## config.mk

```make
export PLATFORM = sky130hd
export DESIGN_NAME = vga_sprite_mux
export DESIGN_NICKNAME = d
export VERILOG_FILES = /design/src/rtl/vga_sprite_mux.sv
export SDC_FILE = /design/constraint.sdc
export NUM_CORES = 1
export LEC_CHECK = 0
export BUFFER_PORTS_ARGS = -buffer_cell sky130_fd_sc_hd__buf_2
export CORE_AREA = 3 3 306 308
export CTS_CLUSTER_DIAMETER = 200
export DETAILED_ROUTE_END_ITERATION = 12
export DIE_AREA = 0 0 309 311
export MAX_ROUTING_LAYER = met4
export SYNTH_ARGS = -nofsm -noshare
export SYNTH_HDL_FRONTEND = slang
export SYNTH_SLANG_ARGS = --single-unit
```

## constraint.sdc

```tcl
create_clock -name clk -period 8.1 [get_ports clk]
set_input_delay 0 -clock clk [delete_from_list [all_inputs] [get_ports clk]]
set_output_delay 0 -clock clk [all_outputs]
set_load 0.02 [all_outputs]
```

## src/rtl/vga_sprite_mux.sv

```systemverilog
// Sprite overlay mixer for a VGA scan: per-pixel window hit, ROM address
// generation and priority/colour-key resolution, one pixel per clock.
module vga_sprite_mux #(
  parameter int          NSPR    = 2,
  parameter int          ADDR_W  = 17,
  parameter int          ROM_LAT = 1,
  parameter int          H_START = 144,
  parameter int          H_END   = 783,
  parameter int          V_START = 35,
  parameter int          V_END   = 514,
  parameter logic [11:0] BG      = 12'hfff,
  parameter logic [11:0] KEY     = 12'h0f0
) (
  input  logic                     clk,
  input  logic                     rst_n,
  input  logic                     ena,
  input  logic [15:0]              posx,
  input  logic [15:0]              posy,
  input  logic                     cfg_we,
  input  logic [1:0]               cfg_idx,
  input  logic [15:0]              cfg_x,
  input  logic [15:0]              cfg_y,
  input  logic [9:0]               cfg_w,
  input  logic [9:0]               cfg_h,
  input  logic                     cfg_on,
  output logic [NSPR*ADDR_W-1:0]   rom_addr,
  input  logic [NSPR*12-1:0]       rom_data,
  output logic [11:0]              RGB
);

  logic [15:0]       r_sx [NSPR];
  logic [15:0]       r_sy [NSPR];
  logic [9:0]        r_sw [NSPR];
  logic [9:0]        r_sh [NSPR];
  logic [NSPR-1:0]   r_son;

  logic [15:0]       r_ax [NSPR];
  logic [15:0]       r_ay [NSPR];
  logic [9:0]        r_aw [NSPR];
  logic [9:0]        r_ah [NSPR];
  logic [NSPR-1:0]   r_aon;

  logic              w_frame;
  logic              w_vis;
  logic [NSPR-1:0]   w_hit;
  logic [15:0]       w_dx [NSPR];
  logic [15:0]       w_dy [NSPR];
  logic [ADDR_W-1:0] w_addr [NSPR];
  logic [ADDR_W-1:0] r_addr [NSPR];

  // Index 0 is stage 0; index ROM_LAT lines up with rom_data.
  logic [NSPR-1:0]   r_hit_p [ROM_LAT+1];
  logic [ROM_LAT:0]  r_vis_p;
  logic [ROM_LAT:0]  r_ena_p;
  logic [11:0]       w_rgb;

  assign w_frame = (posx == 16'd0) && (posy == 16'd0);

  assign w_vis = (posx >= 16'(H_START)) && (posx <= 16'(H_END)) &&
                 (posy >= 16'(V_START)) && (posy <= 16'(V_END));

  always_ff @(posedge clk or negedge rst_n) begin
    if (!rst_n) begin
      r_son <= '0;
      r_aon <= '0;
      for (int i = 0; i < NSPR; i++) begin
        r_sx[i] <= '0;
        r_sy[i] <= '0;
        r_sw[i] <= '0;
        r_sh[i] <= '0;
        r_ax[i] <= '0;
        r_ay[i] <= '0;
        r_aw[i] <= '0;
        r_ah[i] <= '0;
      end
    end else begin
      for (int i = 0; i < NSPR; i++) begin
        if (w_frame) begin
          r_ax[i]  <= r_sx[i];
          r_ay[i]  <= r_sy[i];
          r_aw[i]  <= r_sw[i];
          r_ah[i]  <= r_sh[i];
          r_aon[i] <= r_son[i];
        end
        if (cfg_we && (cfg_idx == 2'(i))) begin
          r_sx[i]  <= cfg_x;
          r_sy[i]  <= cfg_y;
          r_sw[i]  <= cfg_w;
          r_sh[i]  <= cfg_h;
          r_son[i] <= cfg_on;
        end
      end
    end
  end

  // 17-bit compares keep x+w and y+h from wrapping at the top of range.
  always_comb begin
    w_hit = '0;
    for (int i = 0; i < NSPR; i++) begin
      w_dx[i]   = posx - r_ax[i];
      w_dy[i]   = posy - r_ay[i];
      w_addr[i] = ADDR_W'(32'(w_dy[i]) * 32'(r_aw[i]) + 32'(w_dx[i]));
      w_hit[i]  = r_aon[i] && w_vis &&
        ({1'b0, posx} >= {1'b0, r_ax[i]}) &&
        ({1'b0, posx} < ({1'b0, r_ax[i]} + 17'(r_aw[i]))) &&
        ({1'b0, posy} >= {1'b0, r_ay[i]}) &&
        ({1'b0, posy} < ({1'b0, r_ay[i]} + 17'(r_ah[i])));
    end
  end

  always_ff @(posedge clk or negedge rst_n) begin
    if (!rst_n) begin
      r_vis_p <= '0;
      r_ena_p <= '0;
      for (int i = 0; i < NSPR; i++) begin
        r_addr[i] <= '0;
      end
      for (int k = 0; k <= ROM_LAT; k++) begin
        r_hit_p[k] <= '0;
      end
    end else begin
      r_vis_p[0] <= w_vis;
      r_ena_p[0] <= ena;
      r_hit_p[0] <= w_hit;
      for (int i = 0; i < NSPR; i++) begin
        if (w_hit[i]) r_addr[i] <= w_addr[i];
      end
      for (int k = 1; k <= ROM_LAT; k++) begin
        r_vis_p[k] <= r_vis_p[k-1];
        r_ena_p[k] <= r_ena_p[k-1];
        r_hit_p[k] <= r_hit_p[k-1];
      end
    end
  end

  for (genvar g = 0; g < NSPR; g++) begin : g_addr
    assign rom_addr[g*ADDR_W +: ADDR_W] = r_addr[g];
  end

  // Walk from lowest priority up so the lowest-index opaque hit wins.
  always_comb begin
    w_rgb = '0;
    if (r_ena_p[ROM_LAT] && r_vis_p[ROM_LAT]) begin
      w_rgb = BG;
      for (int i = NSPR - 1; i >= 0; i--) begin
        if (r_hit_p[ROM_LAT][i] && (rom_data[i*12 +: 12] != KEY))
          w_rgb = rom_data[i*12 +: 12];
      end
    end
  end

  assign RGB = w_rgb;

endmodule

```

# --- After elaboration in Yosys (flattened, before gate mapping) ---
# Index checks and enable logic that the tools add are counted.
totals:
  ff_bits: 254
  input_bits: 115
  out_inout_bits: 46
  word_cells: 77
classes:
  addsub: 10
  multipliers: 2
  n_lt_le_gt_ge: 12
  n_eq_ne: 3
  muxes: 3
  reduce_logical: 22
op_table:
  columns: ["op", "n"]
  rows:
  - ["$add 16x10->17", 4]
  - ["$lt 16x17->1", 4]
  - ["$ge 16x16->1", 4]
  - ["$sub 16x16->16", 4]
  - ["$mux 12", 3]
  - ["$add 17x16->17", 2]
  - ["$mul 16x10->17", 2]
  - ["$le 16x10->1 const B", 2]
  - ["$logic_not 16->1", 2]
  - ["$ne 12x8->1 const B", 2]
  - ["$logic_and 1x1->1", 19]
  - ["$ge 16x6->1 const B", 1]
  - ["$ge 16x8->1 const B", 1]
  - ["$eq 2x1->1 const B", 1]
  - ["$logic_not 2->1", 1]

# --- Longest topological paths before layout ---
# Gate-level depths: netlist of the first run.
depth:
  word_depth: 9
  ltp_mapped: 31
  depth_no_buf: 31

# --- Worst setup path before layout of the first run ---
# OpenSTA, ideal clock, no wires.
synth_timing:
  kind: "register to register"
  start: "reg r_ay[0] (netlist bit)"
  end: "reg r_addr, in the netlist rom_addr[33]"
  arrival_ps: 6738
  t_required_ps: 7975
  setup_slack_ps: 1237
  stages_incl_launch_ff: 27
  synth_period_minus_slack_ps: 6863
  path_cell_list: "dfrtp_1 > ha_1 > fa_1 > nor2b_4 > o311a_4 > o31ai_1 > a21oi_1 > nand2_1 > a21bo_2 > a31oi_1 > nand2_1 > fa_1 > fa_1 > fa_1 > fa_1 > fa_1 > xnor2_1 > xnor2_1 > xnor2_1 > xnor2_1 > xnor2_1 > xnor2_1 > xnor3_1 > xnor3_1 > xnor3_1 > xnor2_1 > mux2_2"
synth_between:
  elab_chain_cells: 3
synth_rtl:
  columns: ["item", "line_no", "source"]
  rows:
  - ["start: declaration", "38", "logic [15:0] r_ay [NSPR];"]
  - ["start signal: indexed assignment", "80", "r_ay[i] <= r_sy[i];"]
  - ["$sub 16x16->16, or another cell as far along", "101", "w_dy[i] = posy - r_ay[i];"]
  - ["$mul 16x10->17, or another cell as far along", "102", "w_addr[i] = ADDR_W'(32'(w_dy[i]) * 32'(r_aw[i]) + 32'(w_dx[i]));"]
  - ["$add 17x16->17 or $logic_and 1x1->1 (tied branches)", "102, 106", null]
  - ["end signal: indexed assignment", "126", "if (w_hit[i]) r_addr[i] <= w_addr[i];"]
  - ["end: declaration", "49", "logic [ADDR_W-1:0] r_addr [NSPR];"]
# Several ways; a longest one is shown, not always the timed one.
# A chain may end at the register's enable or synchronous reset.

# --- Worst setup path in the final report of the first run ---
layout_timing:
  start: "reg r_ay[1] (netlist bit)"
  end: "reg r_addr, in the netlist rom_addr[33]"
# The elaborated chain is that of the path after synthesis.

==> results of run 1 <==
==> power groups by stage <==
stage / clock network (mW) / logic, mW / registers (mW)
3_3_place_gp: 0 / 0.500 / 1.44
6_report: 1.40 / 0.530 / 1.42
2_1_floorplan: 0 / 0.335 / 1.42
3_5_place_dp: 0 / 0.509 / 1.44
5_1_grt: 1.49 / 0.596 / 1.43
4_1_cts: 1.44 / 0.535 / 1.42
==> area by class of cell <==
cell class              count  area, um^2  share of cell area [%]
inverters                 353        1330                    4.83
well taps                1186        1480                    5.41
flip-flops and latches    254        6360                    23.2
diodes                     19        47.5                   0.173
clock inverters            14         193                   0.702
clock buffers              39         825                    3.01
multi-input cells        1743       15700                    57.2
repair buffers            233        1510                    5.50
==> through the flow <==
| step | cell area [um^2] | utilization [%] |
|---|---|---|
| final | 27400 | 30.0 |
| after global routing | 27400 | 30.0 |
| after CTS | 27400 | 30.0 |
| after detailed placement | 25800 | 28.3 |
| after global placement | 25800 | 28.3 |
| after floorplan | 23600 | - |
==> flip-flops by register name (all words and copies together), names as in the netlist <==
| name | cells |
|---|---|
| r_ena_p | 2 |
| r_vis_p | 2 |
| r_ay | 32 |
| r_sx | 32 |
| r_sy | 32 |
| r_hit_p | 4 |
| rom_addr | 34 |
| r_aw | 20 |
| r_ax | 32 |
| r_sw | 20 |
| r_sh | 20 |
| r_aon | 2 |
| r_ah | 20 |
| r_son | 2 |
==> cells in the final DEF (no fill, tap or decap), types with 7 or more instances in the layout <==
master / count
and2_1: 46
dlygate4sd3_1: 55
nor2b_1: 47
nor3_1: 29
nor2_1: 78
fa_1: 194
xnor2_1: 113
clkbuf_16: 30
nand2b_1: 27
a21oi_1: 88
o21a_1: 17
nand2_1: 276
nand3_1: 24
ha_1: 234
nand4_1: 15
inv_1: 353
o31ai_1: 7
a21o_1: 39
diode_2: 19
buf_2: 159
xor2_1: 26
nor4_1: 12
a21boi_0: 10
mux2_2: 183
dfrtp_1: 254
buf_4: 17
or3_1: 9
o21bai_1: 28
o221a_2: 12
a211oi_1: 12
o21ai_0: 111
==> how the worst max path moves through the flow <==
| stage | end | cells past startpoint | slack (ns) |
|---|---|---|---|
| 2_1_floorplan | rom_addr[33]$_DFFE_PN0P_ | 26 | 1.24 |
| 3_3_place_gp | rom_addr[33]$_DFFE_PN0P_ | 24 | 0.89 |
| 3_5_place_dp | rom_addr[33]$_DFFE_PN0P_ | 24 | 0.83 |
| 4_1_cts | rom_addr[33]$_DFFE_PN0P_ | 24 | 0.77 |
| 5_1_grt | rom_addr[16]$_DFFE_PN0P_ | 25 | 0.21 |
| 6_report | rom_addr[33]$_DFFE_PN0P_ | 24 | 0.78 |
==> repair_timing <==
action / 4_1_cts / 5_1_grt
hold endpoints to repair: 213 / 0
buffers inserted: 0 / 0
hold buffers: 55 / 0
==> worst reg2reg max path, delay by kind of cell, from the launching register on <==
family	cells	cell delay, ns
AO/OA/AOI/OAI	2	0.37
AND/OR/NAND/NOR	3	0.72
multiplexers	1	0.27
XOR/XNOR	11	2.51
flip-flops	1	0.44
buffers and inverters	1	0.09
adder cells (fa/ha/maj)	6	2.82
==> cell families after synthesis <==
group | Yosys count | synth area share [%]
AO/OA/AOI/OAI | 384 | 10.8
XOR/XNOR | 147 | 5.91
buffers and inverters | 413 | 6.58
AND/OR/NAND/NOR | 597 | 12.0
adder cells (fa/ha/maj) | 428 | 28.9
multiplexers | 187 | 8.90
flip-flops | 254 | 26.9
==> layer usage <==
metal / vias to the layer above / GRT usage, % / share of wire (%)
met5: - / - / 0
met4: 0 / 2.47 / 1.6
met3: 55 / 2.08 / 6.3
met2: 428 / 20.2 / 43
met1: 8767 / 19.6 / 49
li1: 8457 / - / -
==> flow_summary.yaml, run 1 <==
global_route:
  antenna_found_initial: 22
  grt.total_usage_pct: 13.6
  grt_first_pass_wirelength_um: 99700
  grt_max_degree: 149
  overflow: 0
  grt_pass1_vias: 17500
drt:
  drt-total-wl_um: 64000
  via_count: 17700
  first_pass_iters: 5
  drt_iter0_markers: 1067
  drc: 0
  wl_per_cell_um: 16.7
  drtAntennaViolNets: 0
  via_per_inst: 4.61
sta:
  rsz0062_at_grt: "false"
  worst_pin_slew_ns: 1.16
  fin_tns_setup_ns: 0
  setup_violations: 0
  whs_ns: 0.0288
  period_needed_ns: 7.32
  fmax_mhz: 137
  slew_headroom_pct: 21.9
  finalHoldViolCount: 0
  clock_skew_ns: 0.0215
  period_share_pct: 90.4
  fin_ws_ns: 0.778
  drv_slew: 0
power:
  pwr-share-clk_pct: 41.7
  peakVddDrop_v: 0.000169
  combPwrFrac_pct: 15.8
  power.share.switching_pct: 27.3
  p_int_mw: 2.43
  sequentialPowerShare_pct: 42.5
  powerDensity_nw_per_um2: 122
  p_leak_nw: 13.3
  power_mw: 3.35
  switchingPower_mw: 0.915
synth:
  synth.top_cells.by_area: "dfrtp_1, fa_1, ha_1"
  post-synth-top-count-cell: "inv_1"
  synth_seq_cells: 254
  synth_ff_type: "dfrtp_1"
  yosys.area.top_type_share_pct: 26.9
  ys_async_sr_fraction_pct: 100
  syn_avg_cell_area_um2: 9.79
  synthesis.area_um2: 23600
  ys_types: 72
  synth-edff-count: 0
  yosysTopAreaCell: "dfrtp_1"
  ys_warn_count: 0
  ys_seq_area_share_pct: 26.9
  syn_nets: 2953
  syn_inst: 2410
  netlist_top_cells_count: "inv_1, nand2_1, dfrtp_1"
clock_network:
  cts_num_sinks: 254
  numCtsBuffers: 30
  cts_resized: 0
  cts-root-buf: "clkbuf_16"
  clk_latency_ns: 0.60
  clk_path_buf_depth: 3
  htreeDepth: 1
  cts_tree: "built"
  clk_pin_slew_ns: 0.06
run:
  maxCapViolations: 0
critical_path:
  slowest_stage: "fa_1"
  r2r_slack_ns: 0.78
  worstSetupStartpointType: "register"
  critical_path_class: "reg -> reg"
  path_common_cell: "xnor2_1"
  cp.arrival_ns: 7.80
  r2r_end: "rom_addr[33]$_DFFE_PN0P_"
  reg2reg_depth: 24
  cp_data_required_time_ns: 8.57
  cp.buffers_inverters: 1
  startpoint: "r_ay[1]$_DFFE_PN0P_"
  worst_path_largest_cell_delay_ns: 0.58
  cp_top_family: "adder cells"
  r2r_start: "r_ay[1]$_DFFE_PN0P_"
  cp_max_fo: 8
  critPathCaptureType: "register"
  path_cells: "inv_1, ha_1, nor2b_1, o21bai_1, a211oi_1, or3_1, xor2_1, nand2_1, fa_1, fa_1, fa_1, fa_1, fa_1, xnor2_1, xnor2_1, xnor2_1, xnor2_1, xnor2_1, xnor2_1, xnor3_1, xnor3_1, xnor3_1, xnor2_1, mux2_2"
status:
  status: "completed"
die:
  die_h_um: 311
  num_rows: 111
  start_util_pct: 25.8
  dieArea_um2: 96100
  core-area_um2: 91400
  die_w_um: 309
  io_pins: 161
placed_design:
  numPortBuffers: 160
  gp_congestion: 0.875
  dp_hpwl_um: 51300
  place_ws_ns: 0.825
  dp_cells: 3714
layout:
  instances_no_fill: 3841
  nets: 3158
  fillers: 9486
  syn2layout_area_growth_pct: 16.3
  drive_gt1_share_pct: 16.7
hold_path:
  hp-class: "in -> async"
Note: power is estimated with default switching activity, not from simulation.
==> run 2: changes to the inputs <==
--- a/config.mk
+++ b/config.mk
@@ -6,10 +6,10 @@
 export NUM_CORES = 1
 export LEC_CHECK = 0
 export BUFFER_PORTS_ARGS = -buffer_cell sky130_fd_sc_hd__buf_2
-export CORE_AREA = 3 3 306 308
+export CORE_AREA = 2 2 291 321
 export CTS_CLUSTER_DIAMETER = 200
 export DETAILED_ROUTE_END_ITERATION = 12
-export DIE_AREA = 0 0 309 311
+export DIE_AREA = 0 0 293 323
 export MAX_ROUTING_LAYER = met4
 export SYNTH_ARGS = -nofsm -noshare
 export SYNTH_HDL_FRONTEND = slang
==> flow_summary.yaml, run 2 (same netlist as run 1, synthesis figures left out) <==
sta:
  finalHoldViolCount: 0
  slew_headroom_pct: 28.8
  fin_ws_ns: 0.683
  worst_pin_slew_ns: 1.06
  fmax_mhz: 135
  setup_violations: 0
  rsz0062_at_grt: "false"
  fin_tns_setup_ns: 0
  period_share_pct: 91.6
  clock_skew_ns: 0.0271
  period_needed_ns: 7.42
  drv_slew: 0
critical_path:
  cp.arrival_ns: 7.86
  startpoint: "r_ay[3]$_DFFE_PN0P_"
  cp_top_family: "adder cells"
  critical_path_class: "reg -> reg"
  cp_max_fo: 8
  worstSetupStartpointType: "register"
  path_cells: "inv_1, ha_1, a21oi_1, nor3b_1, a211oi_1, or3_1, xor2_1, nand2_1, fa_1, fa_1, fa_1, fa_1, fa_1, xnor2_1, xnor2_1, xnor2_1, xnor2_1, xnor2_1, xnor2_1, xnor3_1, xnor3_1, xnor3_1, xnor2_1, mux2_2"
  r2r_start: "r_ay[3]$_DFFE_PN0P_"
  critPathCaptureType: "register"
  slowest_stage: "xor2_1"
  worst_path_largest_cell_delay_ns: 0.59
  cp_data_required_time_ns: 8.54
  path_common_cell: "xnor2_1"
  cp.buffers_inverters: 1
  r2r_slack_ns: 0.68
die:
  num_rows: 117
  die_w_um: 293
  io_pins: 161
  die_h_um: 323
  start_util_pct: 25.7
  core-area_um2: 91800
  dieArea_um2: 94600
drt:
  first_pass_iters: 7
  via_per_inst: 4.65
  drt-total-wl_um: 65400
  drc: 0
  wl_per_cell_um: 17.0
  drtAntennaViolNets: 0
  drt_iter0_markers: 1162
  via_count: 17900
global_route:
  grt_first_pass_wirelength_um: 102000
  overflow: 0
  antenna_found_initial: 24
  grt_pass1_vias: 17800
  grt_max_degree: 160
  grt.total_usage_pct: 14.4
layout:
  layout_common_cells: "inv_1, nand2_1, dfrtp_1, ha_1, fa_1"
  fillers: 9442
  final_common_cell: "inv_1"
  largest_reg_flops: 34
  drive_gt1_share_pct: 17.1
  syn2layout_area_growth_pct: 16.8
  nets: 3163
run:
  maxCapViolations: 0
clock_network:
  clk_latency_ns: 0.56
  cts_tree: "built"
  clk_pin_slew_ns: 0.06
  cts_setup_buffers: 0
  htreeDepth: 2
  cts_num_sinks: 254
  numCtsBuffers: 34
  clk_path_buf_depth: 3
  cts-root-buf: "clkbuf_16"
power:
  powerDensity_nw_per_um2: 127
  peakVddDrop_v: 0.000162
  p_leak_nw: 13.3
hold_path:
  worstHoldStart: "posx[15]"
  hp-class: "in -> reg"
placed_design:
  place_ws_ns: 0.720
  numPortBuffers: 160
  gp_congestion: 0.866
  dp_hpwl_um: 51400
status:
  status: "completed"
run 2: cell count changes in the layout (fill, tap and decap cells not counted), moves of 2 or more:
cell | before | now
clkinv_4 | 1 | 3
diode_2 | 19 | 17
clkinv_8 | 0 | 2
clkinv_2 | 3 | 5
clkbuf_16 | 30 | 35
clkinvlp_4 | 5 | 3
clkbuf_1 | 5 | 3
inv_6 | 0 | 2
run 2: area by class of cell:
class	count	area [um^2]	share of cell area, %
Sequential cell	254	6360	23.1
Inverter	353	1330	4.81
Clock inverter	17	184	0.667
Timing Repair Buffer	234	1520	5.50
Antenna cell	17	42.5	0.154
Tap cell	1190	1490	5.40
Clock buffer	43	956	3.47
Multi-Input combinational cell	1743	15700	56.9
run 2: repair_timing:
action,4_1_cts,5_1_grt
hold buffers,55,0
hold endpoints to repair,202,0
gates resized for setup,0,0
run 2: worst paths after layout:
kind / endpoint / depth (start not counted)
setup reg to reg: rom_addr[33]$_DFFE_PN0P_ / 24
hold / removal: r_vis_p[0]$_DFF_PN0_ / 4
hold reg to reg: r_hit_p[0]$_DFF_PN0_ / 0
max in group asynchronous: rom_addr[29]$_DFFE_PN0P_ / 3
min in group asynchronous: r_ay[26]$_DFFE_PN0P_ / 2
setup / recovery: rom_addr[33]$_DFFE_PN0P_ / 24
run 2: report_power, final:
part	switching [mW]	internal, mW
logic	0.287	0.249
clock network	0.625	0.910
registers	0.0516	1.37
total	0.965	2.53
run 2: metrics by stage:
stage          instances  hold WS [ns]  cell area, um^2  total power, mW  utilization [%]
2_1_floorplan       2410        -0.296            23600             1.76                -
3_3_place_gp        3719         0.110            25800             1.94             28.1
3_5_place_dp        3719         0.110            25800             1.96             28.1
4_1_cts             3834        0.0169            27500             3.54             30.0
5_1_grt             3849        0.0400            27600             3.67             30.0
6_report            3851        0.0314            27600             3.49             30.0
run 2: worst reg2reg max path: stages (launching register included):
cell and delay, ns:
dfrtp_1 0.34, inv_1 0.06, ha_1 0.33, a21oi_1 0.20, nor3b_1 0.27, a211oi_1 0.13
or3_1 0.39, xor2_1 0.59, nand2_1 0.19, fa_1 0.59, fa_1 0.44, fa_1 0.51
fa_1 0.53, fa_1 0.45, xnor2_1 0.19, xnor2_1 0.15, xnor2_1 0.15, xnor2_1 0.16
xnor2_1 0.10, xnor2_1 0.23, xnor3_1 0.36, xnor3_1 0.35, xnor3_1 0.21, xnor2_1 0.14
mux2_2 0.27
run 2: routing by layer:
layer,share of wire [%],routed length (um),global-route usage [%]
met5,0,0,-
met4,2.0,1310,3.48
met3,6.7,4370,3.02
met2,44,29100,22.0
met1,47,30700,19.4
